$ cat config.mk
export PLATFORM = sky130hd
export DESIGN_NAME = osc_gate_counter_flat
export DESIGN_NICKNAME = d
export VERILOG_FILES = /design/src/rtl/osc_gate_counter_pkg.sv /design/src/rtl/osc_gate_counter_if.sv /design/src/rtl/osc_gate_counter_sync_edge_detect.sv /design/src/rtl/osc_gate_counter.sv /design/src/flat_wrapper.sv
export SDC_FILE = /design/constraint.sdc
export NUM_CORES = 1
export LEC_CHECK = 0
export ABC_CLOCK_PERIOD_IN_PS = 2100
export CORE_MARGIN = 8
export CORE_UTILIZATION = 52
export CTS_CLUSTER_SIZE = 8
export DETAILED_ROUTE_END_ITERATION = 6
export PLACE_DENSITY = 0.78
export RECOVER_POWER = 50
export REMOVE_ABC_BUFFERS = 1
export SLEW_MARGIN = 20
export SYNTH_ARGS = -nofsm -noshare
export SYNTH_HDL_FRONTEND = slang
export SYNTH_SLANG_ARGS = --single-unit
$ cat constraint.sdc
create_clock -name clk -period 2.1 [get_ports clk]
set_input_delay 0.42 -clock clk [delete_from_list [all_inputs] [get_ports clk]]
set_output_delay 0.42 -clock clk [all_outputs]
set_load 0.01 [all_outputs]
$ cat src/rtl/osc_gate_counter_pkg.sv
// Shared definitions for the oscillator gate counter.
// Holds the state encoding used by the gating FSM and a saturating
// increment helper that works on 32-bit values so any counter up to
// 32 bits wide can share it.
package osc_gate_counter_pkg;

    localparam logic [1:0] STATE_IDLE = 2'd0;
    localparam logic [1:0] STATE_GATE = 2'd1;
    localparam logic [1:0] STATE_HOLD = 2'd2;

    typedef enum logic [1:0] {
        IDLE = STATE_IDLE,
        GATE = STATE_GATE,
        HOLD = STATE_HOLD
    } state_t;

    // Adds inc to value unless value already sits at max_value.
    function automatic logic [31:0] sat_inc(input logic [31:0] value,
                                            input logic        inc,
                                            input logic [31:0] max_value);
        if (inc && (value != max_value)) begin
            return value + 32'd1;
        end
        return value;
    endfunction

endpackage

$ cat src/rtl/osc_gate_counter_if.sv
// Result handshake between the gate counter and the averaging stage.
//   count_out   : measured edge count
//   count_valid : result available, held until accepted
//   count_ready : consumer takes the result when high with count_valid
//   overflow    : result saturated, travels with count_out
// master = producer (gate counter), slave = consumer.
interface osc_gate_counter_if #(
    parameter int WIDTH = 16
);
    logic [WIDTH-1:0] count_out;
    logic             count_valid;
    logic             count_ready;
    logic             overflow;

    modport master (output count_out, output count_valid, output overflow,
                    input count_ready);
    modport slave  (input count_out, input count_valid, input overflow,
                    output count_ready);
endinterface

$ cat src/rtl/osc_gate_counter_sync_edge_detect.sv
// Synchronizer chain plus rising-edge pulse for an asynchronous input.
// Ports:
//   clk   : system clock
//   rst_n : asynchronous active-low reset
//   din   : asynchronous input pin
//   rise  : one-cycle pulse when the synchronized level goes 0 -> 1
// The pulse is combinational from the last two flops, so a pin change
// is reflected in registered logic downstream SYNC_STAGES+1 edges later.
// Inputs faster than half the clock rate alias silently.
module sync_edge_detect #(
    parameter int SYNC_STAGES = 2
) (
    input  logic clk,
    input  logic rst_n,
    input  logic din,
    output logic rise
);
    logic [SYNC_STAGES-1:0] chain;
    logic                   prev;

    always_ff @(posedge clk or negedge rst_n) begin
        if (!rst_n) begin
            chain <= '0;
            prev  <= 1'b0;
        end else begin
            chain <= {chain[SYNC_STAGES-2:0], din};
            prev  <= chain[SYNC_STAGES-1];
        end
    end

    assign rise = chain[SYNC_STAGES-1] & ~prev;

endmodule

$ cat src/rtl/osc_gate_counter.sv
// Ring-oscillator frequency measurement by gated edge counting.
// Counts rising edges of osc_in over exactly GATE_CYCLES clk cycles and
// hands one WIDTH-bit result per window to the consumer.
// Ports:
//   clk, rst_n  : system clock, asynchronous active-low reset
//   osc_in      : oscillator output, asynchronous to clk
//   en          : block enable, low aborts a running window
//   start       : single-shot request, sampled while idle
//   continuous  : restart a window after each accepted result
//   busy        : high whenever the FSM is not idle
//   result      : count_out/count_valid/count_ready/overflow handshake
module osc_gate_counter
    import osc_gate_counter_pkg::*;
#(
    parameter int WIDTH       = 16,
    parameter int GATE_CYCLES = 10000,
    parameter int SYNC_STAGES = 2
) (
    input  logic                clk,
    input  logic                rst_n,
    input  logic                osc_in,
    input  logic                en,
    input  logic                start,
    input  logic                continuous,
    output logic                busy,
    osc_gate_counter_if.master  result
);
    localparam int          GATE_W   = $clog2(GATE_CYCLES);
    localparam logic [31:0] MAX_WIDE = 32'((64'd1 << WIDTH) - 64'd1);

    state_t              state;
    state_t              state_next;
    logic [GATE_W-1:0]   gate_cnt;
    logic [WIDTH-1:0]    edge_cnt;
    logic [WIDTH-1:0]    edge_next;
    logic                ovf_int;
    logic                rise;
    logic                at_max;
    logic                last_cycle;

    sync_edge_detect #(
        .SYNC_STAGES(SYNC_STAGES)
    ) u_sync (
        .clk  (clk),
        .rst_n(rst_n),
        .din  (osc_in),
        .rise (rise)
    );

    assign at_max     = (32'(edge_cnt) == MAX_WIDE);
    assign edge_next  = WIDTH'(sat_inc(32'(edge_cnt), rise, MAX_WIDE));
    assign last_cycle = (gate_cnt == GATE_W'(GATE_CYCLES - 1));

    always_ff @(posedge clk or negedge rst_n) begin
        if (!rst_n) begin
            state <= IDLE;
        end else begin
            state <= state_next;
        end
    end

    // Disabling during a window abandons it; a pending result is always
    // delivered, and only re-arms when still enabled and continuous.
    always_comb begin
        state_next = state;
        case (state)
            IDLE: begin
                if (en && (start || continuous)) begin
                    state_next = GATE;
                end
            end
            GATE: begin
                if (!en) begin
                    state_next = IDLE;
                end else if (last_cycle) begin
                    state_next = HOLD;
                end
            end
            HOLD: begin
                if (result.count_ready) begin
                    state_next = (en && continuous) ? GATE : IDLE;
                end
            end
            default: state_next = IDLE;
        endcase
    end

    assign busy               = (state != IDLE);
    assign result.count_valid = (state == HOLD);

    // Counters only run in GATE and are held clear otherwise, so every
    // window starts from zero. The result registers are written only at
    // the end of a complete window and otherwise keep the last result;
    // the final cycle's rise is folded in via edge_next.
    always_ff @(posedge clk or negedge rst_n) begin
        if (!rst_n) begin
            gate_cnt         <= '0;
            edge_cnt         <= '0;
            ovf_int          <= 1'b0;
            result.count_out <= '0;
            result.overflow  <= 1'b0;
        end else if (state == GATE) begin
            if (en) begin
                gate_cnt <= gate_cnt + 1'b1;
                edge_cnt <= edge_next;
                if (rise && at_max) begin
                    ovf_int <= 1'b1;
                end
                if (last_cycle) begin
                    result.count_out <= edge_next;
                    result.overflow  <= ovf_int | (rise & at_max);
                end
            end
        end else begin
            gate_cnt <= '0;
            edge_cnt <= '0;
            ovf_int  <= 1'b0;
        end
    end

endmodule
$ cat src/flat_wrapper.sv
// flat-port wrapper written by rule: the top's interface ports become plain ports
module osc_gate_counter_flat import osc_gate_counter_pkg::*;
#(
    parameter int WIDTH       = 16,
    parameter int GATE_CYCLES = 10000,
    parameter int SYNC_STAGES = 2
)
  (clk, rst_n, osc_in, en, start, continuous, busy, result_count_out, result_count_valid, result_overflow, result_count_ready);
  osc_gate_counter_if #(.WIDTH(WIDTH)) result_i ();
  input  logic clk;
  input  logic rst_n;
  input  logic osc_in;
  input  logic en;
  input  logic start;
  input  logic continuous;
  output logic busy;
  output wire logic [$bits(result_i.count_out)-1:0] result_count_out;
  output wire logic [$bits(result_i.count_valid)-1:0] result_count_valid;
  output wire logic [$bits(result_i.overflow)-1:0] result_overflow;
  input wire logic [$bits(result_i.count_ready)-1:0] result_count_ready;
  assign result_count_out = result_i.count_out;
  assign result_count_valid = result_i.count_valid;
  assign result_overflow = result_i.overflow;
  assign result_i.count_ready = result_count_ready;
  osc_gate_counter #(.WIDTH(WIDTH), .GATE_CYCLES(GATE_CYCLES), .SYNC_STAGES(SYNC_STAGES)) u_core (.clk(clk), .rst_n(rst_n), .osc_in(osc_in), .en(en), .start(start), .continuous(continuous), .busy(busy), .result(result_i));
endmodule
# Yosys cells after proc, flatten, opt, wreduce, memory -nomap -nowiden
# Cells that the tools add are included.
# W data, S select, Z words.
# totals
input_bits,7
output_inout_bits,19
reg_bits,53
# classes
reduce_logical,10
bitwise,4
add_sub_neg,2
muxes,16
n_eq_ne,10
# op_table
op,n
$mux W16,4
$mux W14,2
$add A16 B1 Y16 const B,1
$eq A16 B16 Y1 const B,1
$ne A16 B16 Y1 const B,1
$add A14 B1 Y14 const B,1
$eq A14 B14 Y1 const B,1
$mux W2,4
$pmux W2 S3,1
$reduce_and A3 Y1,2
$mux W1,5
$logic_and A1 B1 Y1,4
$ne A2 B1 Y1 const B,2
$ne A2 B2 Y1 const B,2
$ne A3 B2 Y1 const B,1
$and A1 B1 Y1,2
$eq A2 B1 Y1 const B,1
$eq A2 B2 Y1 const B,1
$logic_not A2 Y1,1
$reduce_and A2 Y1,1
$reduce_bool A2 Y1,1
$logic_or A1 B1 Y1,1
$not A1 Y1,1
$or A1 B1 Y1,1

# Logic depth before layout (Yosys ltp)
# depth
ltp_word,7
depth_mapped,6

# Modules after synthesis
# From an unflattened synthesis, not the netlist that was laid out.
# hier_totals
cells_unflattened,286
area_unflattened_um2,2681.3
# by_module_without_submodules
module,seq_area_each_um2,area_each_um2,n_inst,cells_per_inst
osc_gate_counter,1251.2,2592.5,1,282
sync_edge_detect,75.1,88.8,1,4

# Worst setup path after synthesis
# Ideal clock, no wire load.
# synth_timing
path_type,flip-flop to flip-flop
from,reg u_core.edge_cnt[0]
to,reg u_core.result.count_out[1]
arrival_time_ps,1885
stages_incl_launch_ff,6
slack_ps,90
period_less_slack_ps,2010
path_buffers,0
t_required_ps,1975
cell_sequence,dfrtp_1 > ha_1 > nand3_2 > o41ai_2 > mux2_2 > mux2_2
# synth_via
elab_chain_cells,4
# synth_lines
element,line_no,source
from (decl),osc_gate_counter.sv:34,logic [WIDTH-1:0] edge_cnt;
from (signal assigned),osc_gate_counter.sv:105,edge_cnt <= edge_next;
"parallel branches: the longest is 3 deep, another holds $add A16 B1 Y16",-,
$mux W16 *,osc_gate_counter_pkg.sv:24,return value;
to (signal assigned),osc_gate_counter.sv:110,result.count_out <= edge_next;
to (decl),osc_gate_counter_if.sv:15,"modport master (output count_out, output count_valid, output overflow,"
# Mark *: on every way between the ends. The select of a mux whose other input is x is not followed.
# A chain may end at the register's enable or synchronous reset.

# Worst setup path after layout
# layout_timing
from,reg u_core.edge_cnt[1]
to,reg u_core.result.count_out[2]
# Same word-level chain as after synthesis.

==> out/qor.yml <==
cts-root-buf: "clkbuf_8"
finalSetupViolations: 0
timing.rr.start: "u_core.edge_cnt[1]"
synthTopCellsByCount: "53 x dfrtp_1, 26 x nor2_1, 20 x a21oi_1"
post_synth.cell_area_avg_um2: 9.80
critPathCaptureType: "register"
cts_tree: "yes"
nFillCells: 447
drv_slew: 0
post-route-drc-count: 0
grt_pass1_vias: 2443
fp.dieH_um: 91.7
critPathKind: "reg -> reg"
required_ns: 2.33
async_reset_ff_share_pct: 100
cts_resized: 0
rows: 27
cp_slowest_cell: "or4_4"
fin_cells: 429
drive_gt1_share_pct: 19.3
cp_max_fo: 7
multi_input_area_um2: 1540
io_pins: 26
period_minus_slack_ns: 1.96
grt_max_degree: 32
fin_crit_sh_pct: 93.5
ys_ff_latch: 53
clkSlewWorstSetupHoldPaths_ns: 0.09
yosysMostFrequentCell: "dfrtp_1"
skew_ns: 0.00552
crit_chain: "ha_1 > nand3_2 > buf_4 > or4_4 > and3_4 > o31ai_2"
place_ws_ns: -0.0637
synthCells: 304
antenna_found_initial: 0
antenna_left: 0
min_to: "u_core.u_sync.chain[1]"
drt_wl_total_um: 7390
p_int_mw: 1.34
switchingPower_mw: 0.420
power_density_nw_per_um2: 487
r2r_cells: 6
die_area_um2: 8410
drv_cap: 0
slowest_delay_ns: 0.55
drt-initial-drc-count: 330
ys_seq_area_share_pct: 44.5
relSlewSlack_pct: 11.4
die_x_um: 91.7
clock.fmax_mhz: 509
ir_worst_vdd_uv: 378
regArea_um2: 1330
diodes: 0
synth_top_cell_area_share_pct: 44.5
grt_usage_pct: 18.0
worstSkewPairLatency_ns: 0.31
r2r-end: "u_core.result.count_out[2]"
synth.area.top_cells: "dfrtp_1 45%, a21oi_1 3.4%, nor2_1 3.3%, o21ai_0 3.0%, o31ai_1 2.8%"
critPathLaunchType: "register"
start_util_pct: 54.1
place_congestion: 0.905
ys_warn_count: 0
postCtsSetupRepairBufs: 0
report.final.hold_viol_count: 0
postCtsHoldBufs: 0
dp.cells: 422
path_depth: 6
whs_ns: 0.362
rsz0062_at_grt: "false"
p_comb_share_pct: 7.2
dpl.hpwl_um: 5400
synth_area_um2: 2980
p_clk_share_pct: 33.9
h-tree-depth: 2
seqPwrFrac_pct: 58.9
clock_sinks: 53
status: "finished, final reports clean"
numCtsBuffers: 5
path_buf_inv: 1
core_um2: 5510
swShare_pct: 23.9
crit_arrival_ns: 2.19
p_leak_nw: 1.45
vias: 2638
hold_depth: 0
synth_edf_count: 0
grt_overflow: 0
clockBufferDepth: 2
max_slew.worst_pin.slew_ns: 1.33
ys.flop_type: "dfrtp_1"
syn2layout_area_growth_pct: 21.2
fin_ws_ns: 0.136
drtPass1Iterations: 4
vias_per_cell: 6.15
routedWlPerCell_um: 17.2
hold_start: "u_core.u_sync.chain[0]"
grt_pass1_wl_um: 12400
rrSetupSlack_ns: 0.14
hp-class: "reg -> reg"
crit_family: "simple AND/OR/NAND/NOR gates"
yosysTopAreaCell: "dfrtp_1"
layout.nets: 366
yosys.cell_types.count: 61
port_buffers: 25
[per-layer routing]
metal	vias up	GRT usage, %	wire (µm)
met1	1279	25.5	3430
met2	91	27.0	3390
met3	7	3.99	491
met4	0	4.43	70
li1	1261	-	-
met5	-	0	0
[how the worst max path moves through the flow]
stage / slack [ns] / start / to
2_1_floorplan: -0.14 / u_core.edge_cnt[5] / u_core.edge_cnt[15]
3_3_place_gp: -0.03 / en / u_core.edge_cnt[9]
3_5_place_dp: -0.06 / en / u_core.edge_cnt[15]
4_1_cts: 0.13 / u_core.edge_cnt[1] / u_core.result.count_out[2]
5_1_grt: 0.07 / u_core.edge_cnt[1] / u_core.edge_cnt[8]
6_report: 0.14 / u_core.edge_cnt[1] / u_core.result.count_out[2]
[flip-flops by register name, summed over array words and instances (netlist names)]
| signal | count |
|---|---|
| u_core.edge_cnt | 16 |
| u_core.u_sync.prev | 1 |
| u_core.result.overflow | 1 |
| u_core.u_sync.chain | 2 |
| u_core.gate_cnt | 14 |
| u_core.result.count_out | 16 |
| u_core.ovf_int | 1 |
| u_core.state | 2 |
[power groups by stage]
stage	Sequential [mW]	Combinational, mW	Clock, mW
floorplan	1.06	0.0459	0
global placement	1.05	0.127	0
detailed placement	1.06	0.130	0
CTS	1.04	0.130	0.611
global route	1.04	0.141	0.647
finish	1.04	0.126	0.596
[cell usage in the layout, fill, tap and decap left out, types with 3 or more instances in the layout]
master,Yosys,final
clkbuf_8,0,6
inv_1,6,6
nand3_1,9,9
a31oi_1,9,9
a21oi_1,20,20
nand4_1,6,6
nor3_1,8,8
xor2_1,5,5
xnor2_1,8,8
o31ai_1,11,11
dfrtp_1,53,53
nand3b_1,3,3
or3_1,11,11
nand2_1,13,13
o31a_1,3,3
nor2_1,26,26
clkdlybuf4s50_1,0,22
and3_1,5,5
o22a_1,3,3
o21ai_0,18,18
o211ai_1,4,4
mux2_2,5,5
nand2b_1,3,3
nor4_1,6,6
or4_1,7,7
buf_4,0,36
[cells by family (layout without fill, tap and decap cells)]
kind of cell,count (synthesis),after routing,share of synthesized area (%)
xor gates and xnor gates,13,13,3.82
muxes,6,6,2.23
buffers and inverters,23,76,3.74
DFF,53,53,44.5
and+or+nand+nor,127,127,26.5
AOI/OAI and AO/OA,80,80,18.4
adders and majority gates,2,2,0.840
[cell type report]
class,count,share of cell area (%)
multi-input cells,228,42.7
clock inverters,1,0.208
inverters,6,0.624
flip-flops and latches,53,36.7
clock buffers,6,2.29
well taps,72,2.50
repair buffers,63,14.9
[stage by stage]
step	utilization [%]	cell area [µm²]	TNS, ns	power [mW]
floorplan	-	2890	-0.496	1.10
global placement	64.0	3520	-0.0543	1.18
detailed placement	64.0	3520	-0.238	1.19
CTS	65.6	3610	0	1.78
global route	65.6	3610	0	1.83
finish	65.6	3610	0	1.76
Power figures use the tool's default switching activity.
